## src/rtl/demux16_capture.sv

```systemverilog
// demux16_capture: steers a serial bit stream into a 16-bit word.
// Slots are filled either by an explicit index or by an internal pointer.
// Once every slot has been written the word is presented with out_valid
// and held until the consumer accepts it. Misuse is flagged by sticky
// drop/duplicate error bits.

// One storage slot: a data bit plus its "written this frame" flag.
module demux16_slot (
  input  logic clk,
  input  logic rst_n,
  input  logic zero_i,   // frame abort / frame consumed
  input  logic wr_i,     // write strobe for this slot
  input  logic din_i,
  output logic data_o,
  output logic fill_o
);

  logic data_q;
  logic fill_q;

  // Zeroing wins over a write; writes overwrite data and mark the slot.
  always_ff @(posedge clk or negedge rst_n) begin
    if (!rst_n) begin
      data_q <= 1'b0;
      fill_q <= 1'b0;
    end else if (zero_i) begin
      data_q <= 1'b0;
      fill_q <= 1'b0;
    end else if (wr_i) begin
      data_q <= din_i;
      fill_q <= 1'b1;
    end
  end

  assign data_o = data_q;
  assign fill_o = fill_q;

endmodule

module demux16_capture #(
  parameter bit DUP_ERR_EN = 1'b1
) (
  input  logic        clk,
  input  logic        rst_n,
  input  logic        in_bit,
  input  logic [3:0]  sel,
  input  logic        wr_en,
  input  logic        auto_mode,
  input  logic        clear,
  input  logic        out_ready,
  output logic [15:0] out_data,
  output logic        out_valid,
  output logic [15:0] fill_mask,
  output logic        drop_err,
  output logic        dup_err
);

  localparam int NUM_SLOTS = 16;

  typedef enum logic {
    COLLECT = 1'b0,
    FULL    = 1'b1
  } state_e;

  state_e      state_q, state_d;
  logic [3:0]  ptr_q, ptr_d;
  logic        drop_q, drop_d;
  logic        dup_q, dup_d;

  logic [3:0]           slot;
  logic [NUM_SLOTS-1:0] slot_oh;
  logic                 accept;
  logic                 zero_all;
  logic [NUM_SLOTS-1:0] data_w;
  logic [NUM_SLOTS-1:0] fill_w;

  assign slot    = auto_mode ? ptr_q : sel;
  assign slot_oh = NUM_SLOTS'(1) << slot;

  // Next-state: collect writes until every slot is filled, then hold for
  // the handshake. clear overrides both a write and a handshake.
  always_comb begin
    state_d  = state_q;
    ptr_d    = ptr_q;
    drop_d   = drop_q;
    dup_d    = dup_q;
    accept   = 1'b0;
    zero_all = 1'b0;
    case (state_q)
      COLLECT: begin
        if (wr_en) begin
          accept = 1'b1;
          if (auto_mode) ptr_d = ptr_q + 4'd1;
          if (DUP_ERR_EN && ((fill_w & slot_oh) != '0)) dup_d = 1'b1;
          if ((fill_w | slot_oh) == '1) state_d = FULL;
        end
      end
      FULL: begin
        // The word is frozen: every offered bit is lost, even on the
        // handshake cycle.
        if (wr_en) drop_d = 1'b1;
        if (out_ready) begin
          state_d  = COLLECT;
          ptr_d    = '0;
          zero_all = 1'b1;
        end
      end
      default: state_d = COLLECT;
    endcase
    if (clear) begin
      state_d  = COLLECT;
      ptr_d    = '0;
      drop_d   = 1'b0;
      dup_d    = 1'b0;
      accept   = 1'b0;
      zero_all = 1'b1;
    end
  end

  // Control state register.
  always_ff @(posedge clk or negedge rst_n) begin
    if (!rst_n) begin
      state_q <= COLLECT;
      ptr_q   <= '0;
      drop_q  <= 1'b0;
      dup_q   <= 1'b0;
    end else begin
      state_q <= state_d;
      ptr_q   <= ptr_d;
      drop_q  <= drop_d;
      dup_q   <= dup_d;
    end
  end

  for (genvar i = 0; i < NUM_SLOTS; i++) begin : g_slot
    demux16_slot u_slot (
      .clk    (clk),
      .rst_n  (rst_n),
      .zero_i (zero_all),
      .wr_i   (accept & slot_oh[i]),
      .din_i  (in_bit),
      .data_o (data_w[i]),
      .fill_o (fill_w[i])
    );
  end

  assign out_data  = data_w;
  assign fill_mask = fill_w;
  assign out_valid = (state_q == FULL);
  assign drop_err  = drop_q;
  assign dup_err   = dup_q;

endmodule

```

## config.mk

```make
export PLATFORM = sky130hd
export DESIGN_NAME = demux16_capture
export DESIGN_NICKNAME = d
export VERILOG_FILES = /design/src/rtl/demux16_capture.sv
export SDC_FILE = /design/constraint.sdc
export NUM_CORES = 1
export LEC_CHECK = 0
export CAP_MARGIN = 20
export CORE_MARGIN = 3
export CORE_UTILIZATION = 45
export DETAILED_ROUTE_END_ITERATION = 8
export PLACE_DENSITY = 0.76
export REMOVE_ABC_BUFFERS = 1
export SYNTH_ARGS = -nofsm -noshare
export SYNTH_HDL_FRONTEND = slang
export SYNTH_SLANG_ARGS = --single-unit
```

## constraint.sdc

```tcl
create_clock -name clk -period 1.7 [get_ports clk]
set_clock_uncertainty 0.2 [all_clocks]
set_input_delay 0.17 -clock clk [delete_from_list [all_inputs] [get_ports clk]]
set_output_delay 0.17 -clock clk [all_outputs]
set_load 0.1 [all_outputs]
```

==> results of run 1 <==
## state kept, by name, indices dropped and copies added, names as in the netlist
signal and count:
dup_err 1, g_slot.u_slot.data_o 16, ptr_q 4, out_valid 1
g_slot.u_slot.fill_o 16, drop_err 1
## critical path, stage by stage, from the launching register on
cell and delay [ns]:
dfrtp_1 0.37, nand2b_4 0.16, o2bb2ai_4 0.11, buf_4 0.16
a22o_1 0.25, a222oi_1 0.38, o211a_1 0.25, o21ai_2 0.06
## metrics by stage
stage	hold slack, ns	cell area, um^2	util, %
floorplan	-0.326	2080	-
global placement	-0.0665	3410	66.4
detailed placement	-0.0561	3410	66.4
CTS	0.184	3780	73.5
global route	0.196	4040	78.6
finish	0.154	4040	78.6
## cells in the mapped netlist, types with 2 or more instances
cell / n
buf_4: 35
a221oi_1: 2
and2_1: 2
a32oi_1: 2
o21ai_1: 2
nand2_1: 14
nor2_1: 34
buf_6: 2
nand4_1: 2
dfrtp_1: 39
o32ai_4: 4
a22oi_1: 2
and3_1: 7
buf_2: 2
inv_1: 16
nand2b_1: 2
o21ai_0: 3
a22o_1: 4
nand3_1: 11
a31oi_1: 5
a21oi_1: 27
mux2i_1: 13
clkbuf_1: 6
## cells by family (layout without fill, tap and decap cells)
family | Yosys count | count (layout) | synth area share [%]
muxes | 13 | 13 | 5.38
DFF | 39 | 39 | 40.3
xor gates and xnor gates | 2 | 2 | 0.724
adders and majority gates | 1 | 1 | 0.517
and+or+nand+nor | 80 | 80 | 15.7
buffers and inverters | 62 | 145 | 16.4
AOI/OAI and AO/OA | 61 | 62 | 20.9
## power by group
group	total [mW]	switching, mW	internal, mW
combinational	0.507	0.283	0.224
clock	0.703	0.334	0.369
sequential	0.949	0.0121	0.936
total	2.16	0.629	1.53
## layer usage
layer | part of all wire [%] | vias to the layer above | GRT usage (%)
met5 | 0 | - | 0
met4 | 4.4 | 0 | 11.7
met3 | 5.4 | 30 | 3.85
met2 | 52 | 116 | 41.8
met1 | 38 | 1123 | 29.5
li1 | - | 1033 | -
## repair_timing
item | CTS | global route
setup endpoints to repair | 32 | 27
pin swaps | 14 | 19
hold buffers | 1 | 0
gates cloned | 1 | 0
buffers inserted | 12 | 8
gates resized for setup | 33 | 44
endpoints found under the hold margin | 17 | 0
## worst min-delay path by stage
stage | start | cells after the start | end | slack (ns)
6_report | rst_n | 2 | g_slot[0].u_slot.fill_o | 0.15
5_1_grt | rst_n | 2 | g_slot[9].u_slot.data_o | 0.20
4_1_cts | rst_n | 2 | dup_err | 0.18
3_5_place_dp | rst_n | 1 | ptr_q[2] | -0.06
3_3_place_gp | rst_n | 1 | ptr_q[2] | -0.07
2_1_floorplan | rst_n | 0 | drop_err | -0.33
## area by class of cell
cell class / count / area (um^2)
timing repair buffer: 121 / 1510
multi-input combinational: 158 / 1300
fill: 312 / 1100
sequential: 39 / 977
clock buffer: 7 / 96.3
tap: 70 / 87.6
inverter: 16 / 62.6
clock inverter: 1 / 7.51
==> results.json, run 1 <==
{
  "outcome": "finished, violations left",
  "violations": "negative setup slack",
  "via_per_inst": 5.59,
  "arrival_ns": 2.03,
  "synth_warnings": 0,
  "min_period_over_period_pct": 121,
  "grt_max_degree": 34,
  "ys_seq_area_share_pct": 40.3,
  "nNetsFinal": 353,
  "ant_nets": 0,
  "synthTopCellsByArea": "dfrtp_1, buf_4, a21oi_1",
  "reg2reg_slack_ns": -0.35,
  "drv_cap": 0,
  "total_power_mw": 2.16,
  "synth_top_area_share_pct": 40.3,
  "clk_pin_slew_ns": 0.08,
  "worstMarginPinSlew_ns": 0.669,
  "synthCells": 258,
  "detail_route.wl_per_cell_um": 19.4,
  "port_buffers": 45,
  "drtPass1Iterations": 4,
  "drive_gt1_share_pct": 48.0,
  "final_cell_mix": "buf_4, buf_12, dfrtp_1",
  "clock_latency_ns": 0.30,
  "setup.worst_path.start_class": "flop",
  "synth_cell_type_count": 45,
  "setup_ws_ns": -0.352,
  "area_delta_synth_final_pct": 66.9,
  "relSlewSlack_pct": 54.9,
  "cts_tree": "built",
  "first_global_vias": 2302,
  "hpwl_mm": 4.79,
  "grt_pass1_wl_mm": 11.6,
  "final_common_cell": "buf_4",
  "coreArea_mm2": 0.00514,
  "powerDensity_mw_per_mm2": 535,
  "die-area_mm2": 0.00629,
  "antenna_found_initial": 0,
  "wl_mm": 7.98,
  "setup_violations": 11,
  "start_util_pct": 47.1,
  "cts.sinks": 39,
  "cp-end-kind": "flop",
  "final_cell_count_no_fill": 412,
  "rsz0062_at_grt": "yes",
  "num_vias": 2302,
  "dpl_worst_slack_ns": -0.699,
  "grt_overflow_total": 0,
  "vdd_drop_max_v": 0.000431,
  "synth_ff_type": "dfrtp_1",
  "endpoint": "dup_err",
  "fmax_mhz": 487,
  "slew_viol_final": 0,
  "drtIter0Drc": 153,
  "min_period_ns": 2.05,
  "dp.cells": 383,
  "finalSetupTns_ns": -1.41,
  "num_io_pins": 46,
  "rows": 26,
  "worstSetupStartpoint": "ptr_q[3]",
  "ff2ff_path_depth": 7,
  "ys_async_sr_fraction_pct": 100,
  "hold_violations": 0,
  "synth_edf_count": 0,
  "n_antenna_cell": 0,
  "place_congestion": 0.906,
  "avgSynthCellArea_um2": 9.38,
  "crit_type": "flop to flop",
  "root_buffer": "clkbuf_8",
  "r2r-start": "ptr_q[3]",
  "die_y_um": 79.3,
  "leakage_nw": 1.76,
  "drc": 0,
  "cts_max_level": 2,
  "ys_ff_latch": 39,
  "critical_path_required_ns": 1.68,
  "syn_area_mm2": 0.00242,
  "grt.total_usage_pct": 24.3,
  "hp-class": "input pin to async pin",
  "die_x_um": 79.3,
  "cp_max_fo": 4,
  "clk_path_buf_depth": 2,
  "synth_top_cell_by_area": "dfrtp_1",
  "cts-buffers-inserted": 5,
  "timing.rr.end": "dup_err"
}
Note: power is estimated with default switching activity, not from simulation.
==> inputs of run 2 (changes only) <==
--- a/config.mk
+++ b/config.mk
@@ -7,9 +7,9 @@
 export LEC_CHECK = 0
 export CAP_MARGIN = 20
 export CORE_MARGIN = 3
-export CORE_UTILIZATION = 45
+export CORE_UTILIZATION = 40
 export DETAILED_ROUTE_END_ITERATION = 8
-export PLACE_DENSITY = 0.76
+export PLACE_DENSITY = 0.7
 export REMOVE_ABC_BUFFERS = 1
 export SYNTH_ARGS = -nofsm -noshare
 export SYNTH_HDL_FRONTEND = slang
==> results.json, run 2 (synthesis results as in run 1) <==
{
  "via_per_inst": 5.13,
  "highest_layer": "met4",
  "crit_chain": "nand2b_4 -> o2bb2ai_4 -> buf_6 -> buf_6 -> a22o_1 -> a222oi_1 -> o211a_1 -> o21ai_1",
  "rsz0062_at_grt": "yes",
  "arrival_ns": 1.91,
  "area_delta_synth_final_pct": 62.3,
  "grt.total_usage_pct": 19.4,
  "min_period_over_period_pct": 114,
  "wl_mm": 6.67,
  "n_antenna_cell": 0,
  "cts_max_level": 2,
  "met1_length_mm": 3.10,
  "grt_max_degree": 34,
  "setup.worst_path.start_class": "flop",
  "max_stage_delay_ns": 0.42,
  "cts_tree": "built",
  "outcome": "finished, violations left",
  "first_global_vias": 2170,
  "ant_nets": 0,
  "num_vias": 2110,
  "min_period_ns": 1.94,
  "root_buffer": "clkbuf_8",
  "drv_cap": 0,
  "reg2reg_slack_ns": -0.24,
  "hold_violations": 0,
  "die-area_mm2": 0.00702,
  "wl_met2_mm": 3.25,
  "cpMostUsedCell": "buf_6",
  "drc": 0,
  "violations": "negative setup slack",
  "ff2ff_path_depth": 8,
  "clock_latency_ns": 0.29,
  "cp-end-kind": "flop",
  "hpwl_mm": 4.78,
  "antenna_found_initial": 0,
  "num_io_pins": 46,
  "nNetsFinal": 350,
  "multi_input_area_mm2": 0.00120,
  "drive_gt1_share_pct": 44.5,
  "worstMarginPinSlew_ns": 0.504,
  "clk_path_buf_depth": 2,
  "cts-buffers-inserted": 5,
  "register_area_um2": 977,
  "slew_viol_final": 0,
  "fmax_mhz": 516,
  "final_cell_mix": "buf_4, buf_12, dfrtp_1",
  "port_buffers": 45,
  "total_power_mw": 2.03,
  "place_congestion": 0.915,
  "die_y_um": 83.8,
  "grt_overflow_total": 0,
  "detail_route.wl_per_cell_um": 16.2,
  "clk_pin_slew_ns": 0.08,
  "leakage_nw": 1.74,
  "vdd_drop_max_v": 0.000392,
  "setup_ws_ns": -0.240,
  "powerDensity_mw_per_mm2": 518,
  "rows": 27,
  "drtPass1Iterations": 4,
  "relSlewSlack_pct": 66.4,
  "wl_met3_um": 258,
  "start_util_pct": 42.6,
  "hp-class": "input pin to async pin",
  "dpl_worst_slack_ns": -0.648,
  "setup_violations": 7,
  "crit_type": "flop to flop",
  "final_common_cell": "buf_4",
  "cp_max_fo": 6,
  "drtIter0Drc": 103,
  "slowest_stage": "dfrtp_1",
  "critical_path_required_ns": 1.67,
  "coreArea_mm2": 0.00568,
  "grt_pass1_wl_mm": 11.2,
  "die_x_um": 83.8,
  "cts.sinks": 39,
  "fillers": 425
}
## run 2: cell types whose count changed in the layout (fill, tap and decap cells not counted), moves of 2 or more
cell	before	now
a21oi_2	6	4
dlygate4sd2_1	2	4
clkbuf_8	7	5
dlymetal6s2s_1	2	0
clkbuf_1	0	2
nand3_4	4	2
buf_12	39	42
and3_4	7	5
and3_1	0	2
buf_4	49	44
## run 2: critical path: cells and delay by family (launching register included)
kind                   cells  cell delay [ns]
AO/OA/AOI/OAI              5             0.76
flip-flops                 1             0.42
buffers and inverters      2             0.24
AND/OR/NAND/NOR            1             0.19
## run 2: layout make-up
class	instances	share of cell area, %
Sequential cell	39	24.9
Multi-Input combinational cell	157	30.6
Tap cell	72	2.29
Inverter	16	1.53
Timing Repair Buffer	119	38.7
Clock inverter	1	0.127
Clock buffer	7	1.94
## run 2: power by group
group / switching, mW / internal (mW)
Combinational: 0.255 / 0.219
Clock: 0.324 / 0.288
Sequential: 0.0117 / 0.937
## run 2: what timing repair did
| item | 4_1_cts | 5_1_grt |
|---|---|---|
| endpoints found under the hold margin | 19 | 0 |
| buffers inserted | 19 | 6 |
| setup endpoints to repair | 29 | 18 |
| pin swaps | 18 | 21 |
| gates resized for setup | 34 | 27 |
| hold buffers | 1 | 0 |
## run 2: final timing paths
check / end / start
min: ptr_q[3] / rst_n
max reg2reg: dup_err / ptr_q[3]
max: dup_err / ptr_q[3]
max in group asynchronous: g_slot[12].u_slot.data_o / rst_n
min in group clk: g_slot[10].u_slot.data_o / g_slot[10].u_slot.data_o
min reg2reg: g_slot[10].u_slot.data_o / g_slot[10].u_slot.data_o
## run 2: routing by layer
layer	track usage, %	vias to the layer above
met1	27.5	1027
met2	31.1	48
li1	-	1026
met4	3.36	0
met3	3.65	9
met5	0	-
## run 2: through the flow
stage               util (%)  TNS (ns)  area (um^2)  hold WS (ns)  instances
detailed placement      59.9    -13.55         3400       -0.0328        378
global route            69.2     -1.44         3930         0.224        411
CTS                     66.3    -0.579         3760         0.196        406
global placement        59.9    -12.99         3400       -0.0355        378
floorplan                  -    -20.06         2080        -0.326        212
finish                  69.2    -0.704         3930         0.171        411
==> inputs of run 3 (changes only) <==
--- a/config.mk
+++ b/config.mk
@@ -13,4 +13,5 @@
 export REMOVE_ABC_BUFFERS = 1
 export SYNTH_ARGS = -nofsm -noshare
 export SYNTH_HDL_FRONTEND = slang
+export SYNTH_HIERARCHICAL = 1
 export SYNTH_SLANG_ARGS = --single-unit
==> results.json, run 3 <==
{
  "critical_path_required_ns": 1.66,
  "die-area_mm2": 0.00646,
  "start_util_pct": 42.2,
  "outcome": "finished, violations left",
  "cp-end-kind": "flop",
  "synthCells": 248,
  "die_y_um": 80.4,
  "synth_edf_count": 0,
  "netSwitchingFraction_pct": 29.3,
  "setup.worst_path.start_class": "flop",
  "final_common_cell": "buf_4",
  "ant_nets": 0,
  "num_vias": 2392,
  "dp.cells": 427,
  "rsz0062_at_grt": "yes",
  "dpl_cell_area_mm2": 0.00359,
  "drv_cap": 0,
  "setup_violations": 7,
  "cts.sinks": 39,
  "fmax_mhz": 520,
  "slowest_stage": "dfrtp_2",
  "syn_area_mm2": 0.00221,
  "yosysMostFrequentCell": "nor2_1",
  "p_seq_share_pct": 42.2,
  "synthTopCellsByCount": "nor2_1, dfrtp_1, mux2i_1, nand2_1, a21oi_1",
  "drc": 0,
  "antenna_found_initial": 0,
  "cts-buffers-inserted": 5,
  "crit_chain": "and3_4 -> a21o_1 -> a22oi_2 -> o22ai_2 -> o31ai_2 -> o221ai_1",
  "fin_area_mm2": 0.00417,
  "drtPass1Iterations": 4,
  "clockPowerShare_pct": 34.9,
  "fillers": 318,
  "hold_violations": 0,
  "cts_max_level": 2,
  "ys_ff_latch": 39,
  "total_power_mw": 2.26,
  "n_antenna_cell": 0,
  "min_period_ns": 1.92,
  "num_io_pins": 46,
  "drtIter0Drc": 137,
  "ys_async_sr_fraction_pct": 100,
  "synthTopCellsByArea": "dfrtp_1, nor2_1, mux2i_1",
  "synth_cell_type_count": 48,
  "ys_seq_area_share_pct": 44.1,
  "final_cell_count_no_fill": 445,
  "wl_mm": 7.87,
  "place_congestion": 0.880,
  "clk_pin_slew_ns": 0.09,
  "coreArea_mm2": 0.00524,
  "hp-class": "input pin to async pin",
  "grt_max_degree": 40,
  "drive_gt1_share_pct": 48.8,
  "area_delta_synth_final_pct": 88.4,
  "relSlewSlack_pct": 66.0,
  "synth_warnings": 6,
  "grt_overflow_total": 0,
  "grt.total_usage_pct": 25.5,
  "avgSynthCellArea_um2": 8.92,
  "port_buffers": 45,
  "slew_viol_final": 0,
  "cts_tree": "built",
  "synth_top_cell_by_area": "dfrtp_1",
  "nNetsFinal": 386,
  "finalSetupTns_ns": -0.815,
  "powerDensity_mw_per_mm2": 543,
  "clock_latency_ns": 0.29,
  "die_x_um": 80.4,
  "first_global_vias": 2476,
  "grt_pass1_wl_mm": 12.5,
  "clk_path_buf_depth": 2,
  "hpwl_mm": 5.52,
  "p_switching_uw": 663,
  "min_period_over_period_pct": 113,
  "finalHoldWorstSlack_ns": 0.259,
  "setup_ws_ns": -0.223,
  "cp_max_fo": 6,
  "arrival_ns": 1.88,
  "violations": "negative setup slack",
  "max_stage_delay_ns": 0.47,
  "via_per_inst": 5.38,
  "root_buffer": "clkbuf_8",
  "leakage_nw": 1.78,
  "synth_ff_type": "dfrtp_1",
  "crit_type": "flop to flop",
  "detail_route.wl_per_cell_um": 17.7,
  "vdd_drop_max_v": 0.000388,
  "final_cell_mix": "buf_4, nor2_1, buf_12",
  "rows": 26,
  "synth_top_area_share_pct": 44.1,
  "p_comb_share_pct": 22.9,
  "worstMarginPinSlew_ns": 0.510,
  "ff2ff_path_depth": 6,
  "internal_power_mw": 1.60
}
-- run 3: changes by cell type in the layout (fill, tap and decap cells not counted), sizes merged, moves of 5 or more --
cell / previous run / this run
and3: 7 / 1
nand3: 11 / 3
buf: 110 / 117
inv: 16 / 7
mux2i: 13 / 19
o32ai: 5 / 0
a21oi: 28 / 8
nor2: 35 / 77
-- run 3: worst max-delay path: cells and delay by family, from the launching register on --
family	cells	cell delay, ns
flip-flops	1	0.47
AND/OR/NAND/NOR	1	0.21
AO/OA/AOI/OAI	5	0.89
-- run 3: path summary, 6_finish.rpt --
| kind | from | endpoint | slack (ns) |
|---|---|---|---|
| hold reg to reg | drop_err | drop_err | 0.37 |
| setup reg to reg | ptr_q[1] | dup_err | -0.22 |
| setup / recovery | ptr_q[1] | dup_err | -0.22 |
| hold / removal | rst_n | g_slot[2].u_slot/data_o | 0.26 |
| min in group clk | clear | drop_err | 0.36 |
| max in group asynchronous | rst_n | ptr_q[1] | 0.66 |
-- run 3: kinds of logic after synthesis --
| logic type | count (synthesis) | synth area share [%] |
|---|---|---|
| flip-flops | 39 | 44.1 |
| multiplexers | 23 | 10.8 |
| XOR/XNOR | 3 | 1.19 |
| AND/OR/NAND/NOR | 116 | 22.7 |
| AO/OA/AOI/OAI | 51 | 17.5 |
| buffers and inverters | 15 | 3.17 |
| adder cells (fa/ha/maj) | 1 | 0.566 |
-- run 3: power groups by stage --
| stage | registers, mW | clock network, mW | logic [mW] |
|---|---|---|---|
| 6_report | 0.956 | 0.789 | 0.519 |
| 5_1_grt | 0.957 | 0.847 | 0.549 |
| 4_1_cts | 0.955 | 0.795 | 0.470 |
| 3_5_place_dp | 0.972 | 0 | 0.414 |
| 3_3_place_gp | 0.971 | 0 | 0.410 |
| 2_1_floorplan | 1.03 | 0 | 0.113 |
-- run 3: area by class of cell --
type | count | area [um^2] | area share, %
well taps | 70 | 87.6 | 2.10
flip-flops and latches | 39 | 981 | 23.5
multi-input cells | 194 | 1510 | 36.2
clock inverters | 3 | 43.8 | 1.05
repair buffers | 127 | 1450 | 34.9
inverters | 7 | 26.3 | 0.630
clock buffers | 5 | 68.8 | 1.65
-- run 3: per-layer routing --
layer / vias up / track usage [%] / part of all wire, %
li1: 1137 / - / -
met4: 0 / 7.43 / 2.0
met1: 1176 / 35.7 / 45
met2: 63 / 40.4 / 48
met5: - / 0 / 0
met3: 16 / 4.48 / 5.1
-- run 3: what timing repair did --
item / in CTS / in global routing
pin swaps: 13 / 18
setup buffers: 1 / 9
hold buffers: 1 / 0
endpoints found under the hold margin: 39 / 0
resized for setup: 61 / 31
cloned: 1 / 0
setup endpoints to repair: 35 / 27
-- run 3: metrics by stage --
stage | util, % | worst slack, ns
5_1_grt | 79.6 | -0.319
2_1_floorplan | - | -0.729
3_3_place_gp | 68.6 | -0.773
3_5_place_dp | 68.6 | -0.762
4_1_cts | 75.4 | -0.222
6_report | 79.6 | -0.223
